## config.mk

```make
export PLATFORM = sky130hd
export DESIGN_NAME = svc_rv_io_uart_tx
export DESIGN_NICKNAME = d
export VERILOG_FILES = /design/src/rtl/svc_rv_io_uart_tx.sv
export SDC_FILE = /design/constraint.sdc
export NUM_CORES = 1
export LEC_CHECK = 0
export CORE_UTILIZATION = 41
export DETAILED_ROUTE_END_ITERATION = 16
export DONT_BUFFER_PORTS = 1
export GPL_TIMING_DRIVEN = 0
export PLACE_DENSITY_LB_ADDON = 0.1
export SLEW_MARGIN = 20
export SYNTH_ARGS = -nofsm -noshare
export SYNTH_HDL_FRONTEND = slang
export SYNTH_SLANG_ARGS = --single-unit
```

## constraint.sdc

```tcl
create_clock -name clk -period 9.1 [get_ports clk]
set_clock_uncertainty 0.1 [all_clocks]
set_input_delay 0.91 -clock clk [delete_from_list [all_inputs] [get_ports clk]]
set_output_delay 0.91 -clock clk [all_outputs]
set_load 0.005 [all_outputs]
```

## src/rtl/svc_rv_io_uart_tx.sv

```systemverilog
// MMIO UART transmitter: TX FIFO, status/divisor registers and an 8N1 serializer.
// txd is registered, so the line lags the serializer state by one cycle.
module svc_rv_io_uart_tx #(
    parameter int unsigned FIFO_DEPTH = 16,
    parameter int unsigned DIV_RESET  = 868,
    parameter int unsigned DIV_W      = 16
) (
    input  logic        clk,
    input  logic        rst,
    input  logic        io_ren,
    input  logic [31:0] io_raddr,
    output logic [31:0] io_rdata,
    input  logic        io_wen,
    input  logic [31:0] io_waddr,
    input  logic [31:0] io_wdata,
    input  logic [3:0]  io_wstrb,
    output logic        txd,
    output logic        tx_busy
);

    localparam int unsigned AW = $clog2(FIFO_DEPTH);
    localparam int unsigned CW = AW + 1;

    localparam logic [1:0] StIdle  = 2'd0;
    localparam logic [1:0] StStart = 2'd1;
    localparam logic [1:0] StData  = 2'd2;
    localparam logic [1:0] StStop  = 2'd3;

    logic [7:0]       mem [FIFO_DEPTH];
    logic [AW-1:0]    wptr_q, rptr_q;
    logic [CW-1:0]    count_q, count_d;
    logic             ovf_q, ovf_d;
    logic [DIV_W-1:0] div_q, div_d, div_eff;
    logic [1:0]       state_q, state_d;
    logic [DIV_W-1:0] cnt_q, cnt_d;
    logic [2:0]       bit_q, bit_d;
    logic [7:0]       shift_q, shift_d;
    logic             txd_q, txd_d;
    logic [31:0]      rdata_q, rdata_d;

    logic full, empty, push, pop, last;
    logic wr_data, wr_ovf_clr, wr_div;
    logic [31:0] status;

    assign full    = (count_q == CW'(FIFO_DEPTH));
    assign empty   = (count_q == '0);
    assign div_eff = (div_q == '0) ? DIV_W'(1) : div_q;
    assign last    = (cnt_q <= DIV_W'(1));

    assign wr_data    = io_wen && (io_waddr[3:2] == 2'd0) && io_wstrb[0];
    assign wr_ovf_clr = io_wen && (io_waddr[3:2] == 2'd1) && io_wstrb[0] && io_wdata[3];
    assign wr_div     = io_wen && (io_waddr[3:2] == 2'd2);
    assign push       = wr_data && !full;

    assign tx_busy = (state_q != StIdle) || !empty;
    assign status  = {28'd0, ovf_q, tx_busy, empty, full};
    assign txd      = txd_q;
    assign io_rdata = rdata_q;

    // Clear has priority over a same-cycle overflow.
    always_comb begin
        ovf_d = ovf_q;
        if (wr_ovf_clr) begin
            ovf_d = 1'b0;
        end else if (wr_data && full) begin
            ovf_d = 1'b1;
        end
    end

    always_comb begin
        div_d = div_q;
        if (wr_div) begin
            for (int i = 0; i < DIV_W && i < 16; i++) begin
                if (io_wstrb[i/8]) begin
                    div_d[i] = io_wdata[i];
                end
            end
        end
    end

    always_comb begin
        count_d = count_q;
        if (push && !pop) begin
            count_d = count_q + CW'(1);
        end else if (!push && pop) begin
            count_d = count_q - CW'(1);
        end
    end

    always_comb begin
        state_d = state_q;
        cnt_d   = cnt_q;
        bit_d   = bit_q;
        shift_d = shift_q;
        pop     = 1'b0;
        case (state_q)
            StIdle: begin
                if (!empty) begin
                    pop     = 1'b1;
                    shift_d = mem[rptr_q];
                    cnt_d   = div_eff;
                    state_d = StStart;
                end
            end
            StStart: begin
                if (last) begin
                    cnt_d   = div_eff;
                    bit_d   = 3'd0;
                    state_d = StData;
                end else begin
                    cnt_d = cnt_q - DIV_W'(1);
                end
            end
            StData: begin
                if (last) begin
                    // Reload picks up any divisor written during the bit.
                    cnt_d   = div_eff;
                    shift_d = shift_q >> 1;
                    if (bit_q == 3'd7) begin
                        state_d = StStop;
                    end else begin
                        bit_d = bit_q + 3'd1;
                    end
                end else begin
                    cnt_d = cnt_q - DIV_W'(1);
                end
            end
            default: begin
                if (last) begin
                    if (!empty) begin
                        pop     = 1'b1;
                        shift_d = mem[rptr_q];
                        cnt_d   = div_eff;
                        state_d = StStart;
                    end else begin
                        state_d = StIdle;
                    end
                end else begin
                    cnt_d = cnt_q - DIV_W'(1);
                end
            end
        endcase
    end

    always_comb begin
        case (state_q)
            StStart: txd_d = 1'b0;
            StData:  txd_d = shift_q[0];
            default: txd_d = 1'b1;
        endcase
    end

    // Reads sample pre-write state, so a same-cycle write is not reflected.
    always_comb begin
        rdata_d = rdata_q;
        if (io_ren) begin
            case (io_raddr[3:2])
                2'd1:    rdata_d = status;
                2'd2:    rdata_d = 32'(div_q);
                default: rdata_d = 32'd0;
            endcase
        end
    end

    always_ff @(posedge clk) begin
        if (push) begin
            mem[wptr_q] <= io_wdata[7:0];
        end
    end

    always_ff @(posedge clk) begin
        if (rst) begin
            wptr_q  <= '0;
            rptr_q  <= '0;
            count_q <= '0;
            ovf_q   <= 1'b0;
            div_q   <= DIV_W'(DIV_RESET);
            state_q <= StIdle;
            cnt_q   <= '0;
            bit_q   <= '0;
            shift_q <= '0;
            txd_q   <= 1'b1;
            rdata_q <= '0;
        end else begin
            if (push) begin
                wptr_q <= wptr_q + AW'(1);
            end
            if (pop) begin
                rptr_q <= rptr_q + AW'(1);
            end
            count_q <= count_d;
            ovf_q   <= ovf_d;
            div_q   <= div_d;
            state_q <= state_d;
            cnt_q   <= cnt_d;
            bit_q   <= bit_d;
            shift_q <= shift_d;
            txd_q   <= txd_d;
            rdata_q <= rdata_d;
        end
    end

    logic unused_bits;
    assign unused_bits = ^{io_raddr[31:4], io_raddr[1:0], io_waddr[31:4], io_waddr[1:0],
                           io_wdata[31:16], io_wstrb[3:2]};

endmodule
```

# == Yosys cells after proc, flatten, opt, wreduce, memory -nomap -nowiden ==
# Memory sizes are Yosys's and may differ from the RTL's. A register that Yosys moved wholly into a read port is not among the register bits.
# Index checks and enable logic that the tools add are counted.
# W data, S select, Z words.
# word_totals
regBits,92
latchBits,0
ramBits,128
rom_bits,0
inputBits,104
out_inout_bits,34
wordCells,95
mem_count,1
# mem_list
name,depth,width,read_ports,rd_clocked_by_memory_dff,wr,line,text
mem,16,8,1,1,1,29,logic [7:0] mem [FIFO_DEPTH];
# classes
n_addsub,6
mul,0
div_mod_pow,0
n_lt_le_gt_ge,1
eq_ne,13
shift,0
mux,31
bitwise,1
n_reduce_logical,30
# op_table
operator,count
$mux W16,4
$pmux W16 S2,2
$mux W8,3
$pmux W8 S3,1
$le A16 B1 Y1 const B,1
$logic_not A16 Y1,1
$sub A16 B1 Y16 const B,1
$logic_and A1 B1 Y1,10
$mux W2,5
$mux W5,2
$ne A2 B2 Y1 const B,5
$mux W3,3
$add A4 B1 Y4 const B,2
$mux W4,2
$reduce_bool A2 Y1,4
$eq A2 B1 Y1 const B,3
$eq A2 B2 Y1 const B,3
$pmux W2 S3,1
$pmux W3 S2,1
$add A5 B1 Y5 const B,1
$eq A5 B5 Y1 const B,1
$logic_not A5 Y1,1
$mux W1,5
$reduce_and A5 Y1,1
other kinds (12),19

# == Logic depth before layout (Yosys ltp) ==
# logic_depth
depth_word,8
depth_mapped,15
mapped_depth_nobuf,15

# == Least setup slack after synthesis ==
# Ideal clock, no wire load.
# synth_timing
path_kind,input to register
from,in io_wen
to,reg count_q[4]
setup_ps,70
arrival_ps,3276
required_time_ps,8930
path_slack_ps,5654
stages,10
path_buffers,0
cell_sequence,nand2_1 > a2111oi_2 > ha_1 > inv_1 > fa_1 > a21o_1 > a21oi_1 > xnor2_1 > or3_1 > a21oi_1
# synth_between
elab_chain_cells,6
word_cells_on_any_way,8
classes_between,mux (1); reduce/logical (7)
# synth_rtl
element,line,text
from (decl),13,"input logic io_wen,"
$logic_and A1 B1 Y1 (*) (2 in a row),50,assign wr_data = io_wen && (io_waddr[3:2] == 2'd0) && io_wstrb[0];
$logic_and A1 B1 Y1 (*),53,assign push = wr_data && !full;
named net push,41,"logic full, empty, push, pop, last;"
$logic_not A1 Y1,85,end else if (!push && pop) begin
$logic_and A1 B1 Y1,85,
$reduce_bool A2 Y1 (no source line),--,
to (signal assigned),191,count_q <= count_d;
to (decl),31,"logic [CW-1:0] count_q, count_d;"
# Mark *: on every way through the listed nets, which the timed path passes. The rest lies on a longest branch.
# A chain may end at the register's enable or synchronous reset.

# == Worst setup path in the final report ==
# layout_timing
from,reg cnt_q[0]
to,reg count_q[4]
# layout_between
elab_chain_cells,6
word_cells_on_any_way,8
classes_between,order compare (1); mux (3); reduce/logical (4)
# layout_rtl
element,line,text
from (decl),35,"logic [DIV_W-1:0] cnt_q, cnt_d;"
from (signal assigned),195,cnt_q <= cnt_d;
$le A16 B1 Y1 (*),48,assign last = (cnt_q <= DIV_W'(1));
$mux W1 (*),129,if (last) begin
$pmux W1 S2 (*),96,case (state_q)
$logic_not A1 Y1,83,if (push && !pop) begin
$logic_and A1 B1 Y1,83,
$mux W5 or $reduce_bool A2 Y1 (tied branches),--,
# Every way passes the cells marked *; elsewhere a longest branch is shown, timed or not.

==> results.json <==
{
  "yosysSeqAreaShare_pct": 58.3,
  "numCtsBuffers": 24,
  "synth_top_cell_area_share_pct": 41.2,
  "grt_max_degree": 19,
  "drive_above_1_share_pct": 12.5,
  "wl_met3_mm": 1.27,
  "fill_cells": 1948,
  "portBuffers": 0,
  "synth_flop_cell": "edfxtp_1",
  "finalSetupTns_ns": 0,
  "setup.worst_path.start": "cnt_q[0]$_SDFF_PP0_",
  "hold_class": "input port to flop",
  "timing.final.crit_share_pct": 42.6,
  "clock_latency_ns": 0.52,
  "ys_types": 71,
  "routed.top_layer": "met4",
  "clock-sinks": 208,
  "final_area_sq_mm": 0.0106,
  "wl_per_cell_microns": 20.6,
  "synth_area_sq_mm": 0.00934,
  "final_common_cell": "edfxtp_1",
  "antenna_found_initial": 0,
  "cap_viol_max_count": 0,
  "path_class": "flop to flop",
  "grt_pass1_wl_mm": 35.9,
  "dr_wl_met2_mm": 10.4,
  "start_kind": "flop",
  "path_clk_slew_ns": 0.06,
  "wl_met1_mm": 11.2,
  "synthCells": 781,
  "num_rows": 54,
  "hold_viol": 0,
  "ys_top_cells_by_area": "edfxtp_1, dfxtp_1, mux4_2, a21oi_1, mux2i_1",
  "max_freq_mhz": 258,
  "die_height_microns": 153,
  "clockBufferDepth": 3,
  "relSlewSlack_pct": 39.9,
  "io_pins": 138,
  "min_from": "io_wdata[7]",
  "syn_to_final_growth_pct": 13.1,
  "place.gp.congestion": 0.851,
  "num_vias": 6360,
  "dieWidth_microns": 153,
  "remaining_drc_errors": 0,
  "drtPass1Iterations": 5,
  "synth_area_leader_cell": "edfxtp_1",
  "finalSetupViolCount": 0,
  "ir_worst_vdd_mv": 0.182,
  "core_sq_mm": 0.0221,
  "synth-edff-count": 128,
  "synth-seq-cells": 208,
  "antenna_cells": 0,
  "final_cell_mix": "edfxtp_1, dfxtp_1, a21oi_1, nand2_1, nor2_1",
  "drt-vias-per-instance": 5.67,
  "clockRootBuffer": "clkbuf_16",
  "period_minus_slack_ns": 3.88,
  "hpwl_mm": 16.5,
  "synthArstFlopShare_pct": 0,
  "globalRouteTotalUtil_pct": 20.1,
  "drt-total-wl_mm": 23.1,
  "overflow": 0,
  "grt_pass1_vias": 6160,
  "rsz0062_at_grt": "false",
  "avgSynthCellArea_sq_um": 12.0,
  "dpl_cell_area_sq_mm": 0.00979,
  "cp_max_fo": 9,
  "cts_setup_buffers": 0,
  "maxSlewViolCount": 0,
  "cp.arrival_ns": 4.22,
  "ant_nets": 0,
  "fin_nets": 949,
  "drt-initial-drc-count": 473,
  "leakage_nw": 3.51,
  "status": "complete, no violations",
  "htreeDepth": 1,
  "cts_hold_buf": 0,
  "cts_tree": "done",
  "r2r-start": "cnt_q[0]$_SDFF_PP0_",
  "worst_pin_slew_ns": 0.896,
  "cp.required_ns": 9.44,
  "end_kind": "flop",
  "cts-resized-gates": 0,
  "yosysWarnings": 0,
  "start_util_pct": 42.3,
  "power_density_mw_per_mm2": 298,
  "design.die.area_sq_mm": 0.0234
}
layout make-up:
class | instances | area (sq um) | area share, %
tap | 280 | 350 | 3.32
inverter | 16 | 60.1 | 0.568
multi-input combinational | 508 | 3590 | 34.0
buffer | 64 | 323 | 3.06
sequential | 208 | 5450 | 51.5
timing repair buffer | 3 | 20.0 | 0.189
clock inverter | 12 | 121 | 1.15
clock buffer | 30 | 653 | 6.18
synthesized netlist by cell type (16+ instances only):
| cell type | instances |
|---|---|
| edfxtp_1 | 128 |
| buf_4 | 17 |
| nand3_1 | 20 |
| mux2i_1 | 30 |
| nor2_1 | 45 |
| a21oi_1 | 60 |
| mux4_2 | 20 |
| inv_1 | 16 |
| dfxtp_1 | 80 |
| o21ai_0 | 25 |
| nand2b_1 | 23 |
| nor2b_1 | 16 |
| nand2_1 | 57 |
| clkbuf_1 | 35 |
| a31oi_1 | 20 |
| ha_1 | 19 |
report_power, final:
| group | total, W | internal (W) | switching, W |
|---|---|---|---|
| Clock | 0.000936 | 0.000563 | 0.000373 |
| Sequential | 0.00113 | 0.00106 | 0.0000632 |
| Combinational | 0.00109 | 0.000415 | 0.000674 |
metrics by stage:
step                      util [%]  total power (W)  cells  hold WS (ns)  setup slack (ns)
final                         47.8          0.00315   1121         0.385              5.22
after global routing          47.8          0.00332   1121         0.351              4.86
after CTS                     47.8          0.00316   1121         0.360              5.24
after detailed placement      44.3          0.00222   1079         0.376              5.28
after global placement        44.1          0.00220   1076         0.359              4.93
after floorplan                  -          0.00194    796         0.346              5.65
sequential cells by signal (all words and copies together) (netlist names), named ones only:
register,cells
state_q,2
wptr_q,4
cnt_q,16
shift_q,8
mem,128
rptr_q,4
txd,1
ovf_q,1
io_rdata,16
bit_q,3
count_q,5
div_q,16
critical path: stages (launching register included):
cell	delay, ns
dfxtp_1	0.50
inv_1	0.08
ha_1	0.24
nor2_1	0.33
nor4_4	0.11
a31oi_1	0.57
nor2_1	0.15
inv_1	0.10
ha_1	0.19
inv_1	0.11
fa_1	0.41
a21o_1	0.19
a21oi_1	0.17
xnor2_1	0.09
or3_1	0.31
a21oi_1	0.15
cells by family (layout without fill, tap and decap cells):
kind of cell | Yosys count | in the layout | synth area share (%)
buffers and inverters | 80 | 125 | 4.10
AO/OA/AOI/OAI | 188 | 188 | 13.3
multiplexers | 52 | 52 | 8.28
other | 1 | 16 | 0.0402
AND/OR/NAND/NOR | 224 | 224 | 12.4
adder cells (fa/ha/maj) | 20 | 20 | 2.76
XOR/XNOR | 8 | 8 | 0.750
flip-flops | 208 | 208 | 58.3
worst paths after layout:
path                                           endpoint  slack [ns]  cells past startpoint
worst max-delay path            count_q[4]$_SDFFE_PP0P_        5.22                     15
worst min-delay path               mem[14][7]$_DFFE_PP_        0.38                      0
worst max register to register  count_q[4]$_SDFFE_PP0P_        5.22                     15
worst min register to register    bit_q[1]$_SDFFE_PP0P_        0.39                      1
routing by layer:
metal,GRT usage [%],vias to the layer above
li1,-,3011
met1,29.2,3151
met2,30.8,171
met3,3.63,27
met4,5.19,0
met5,0,-
Power figures use the tool's default switching activity.
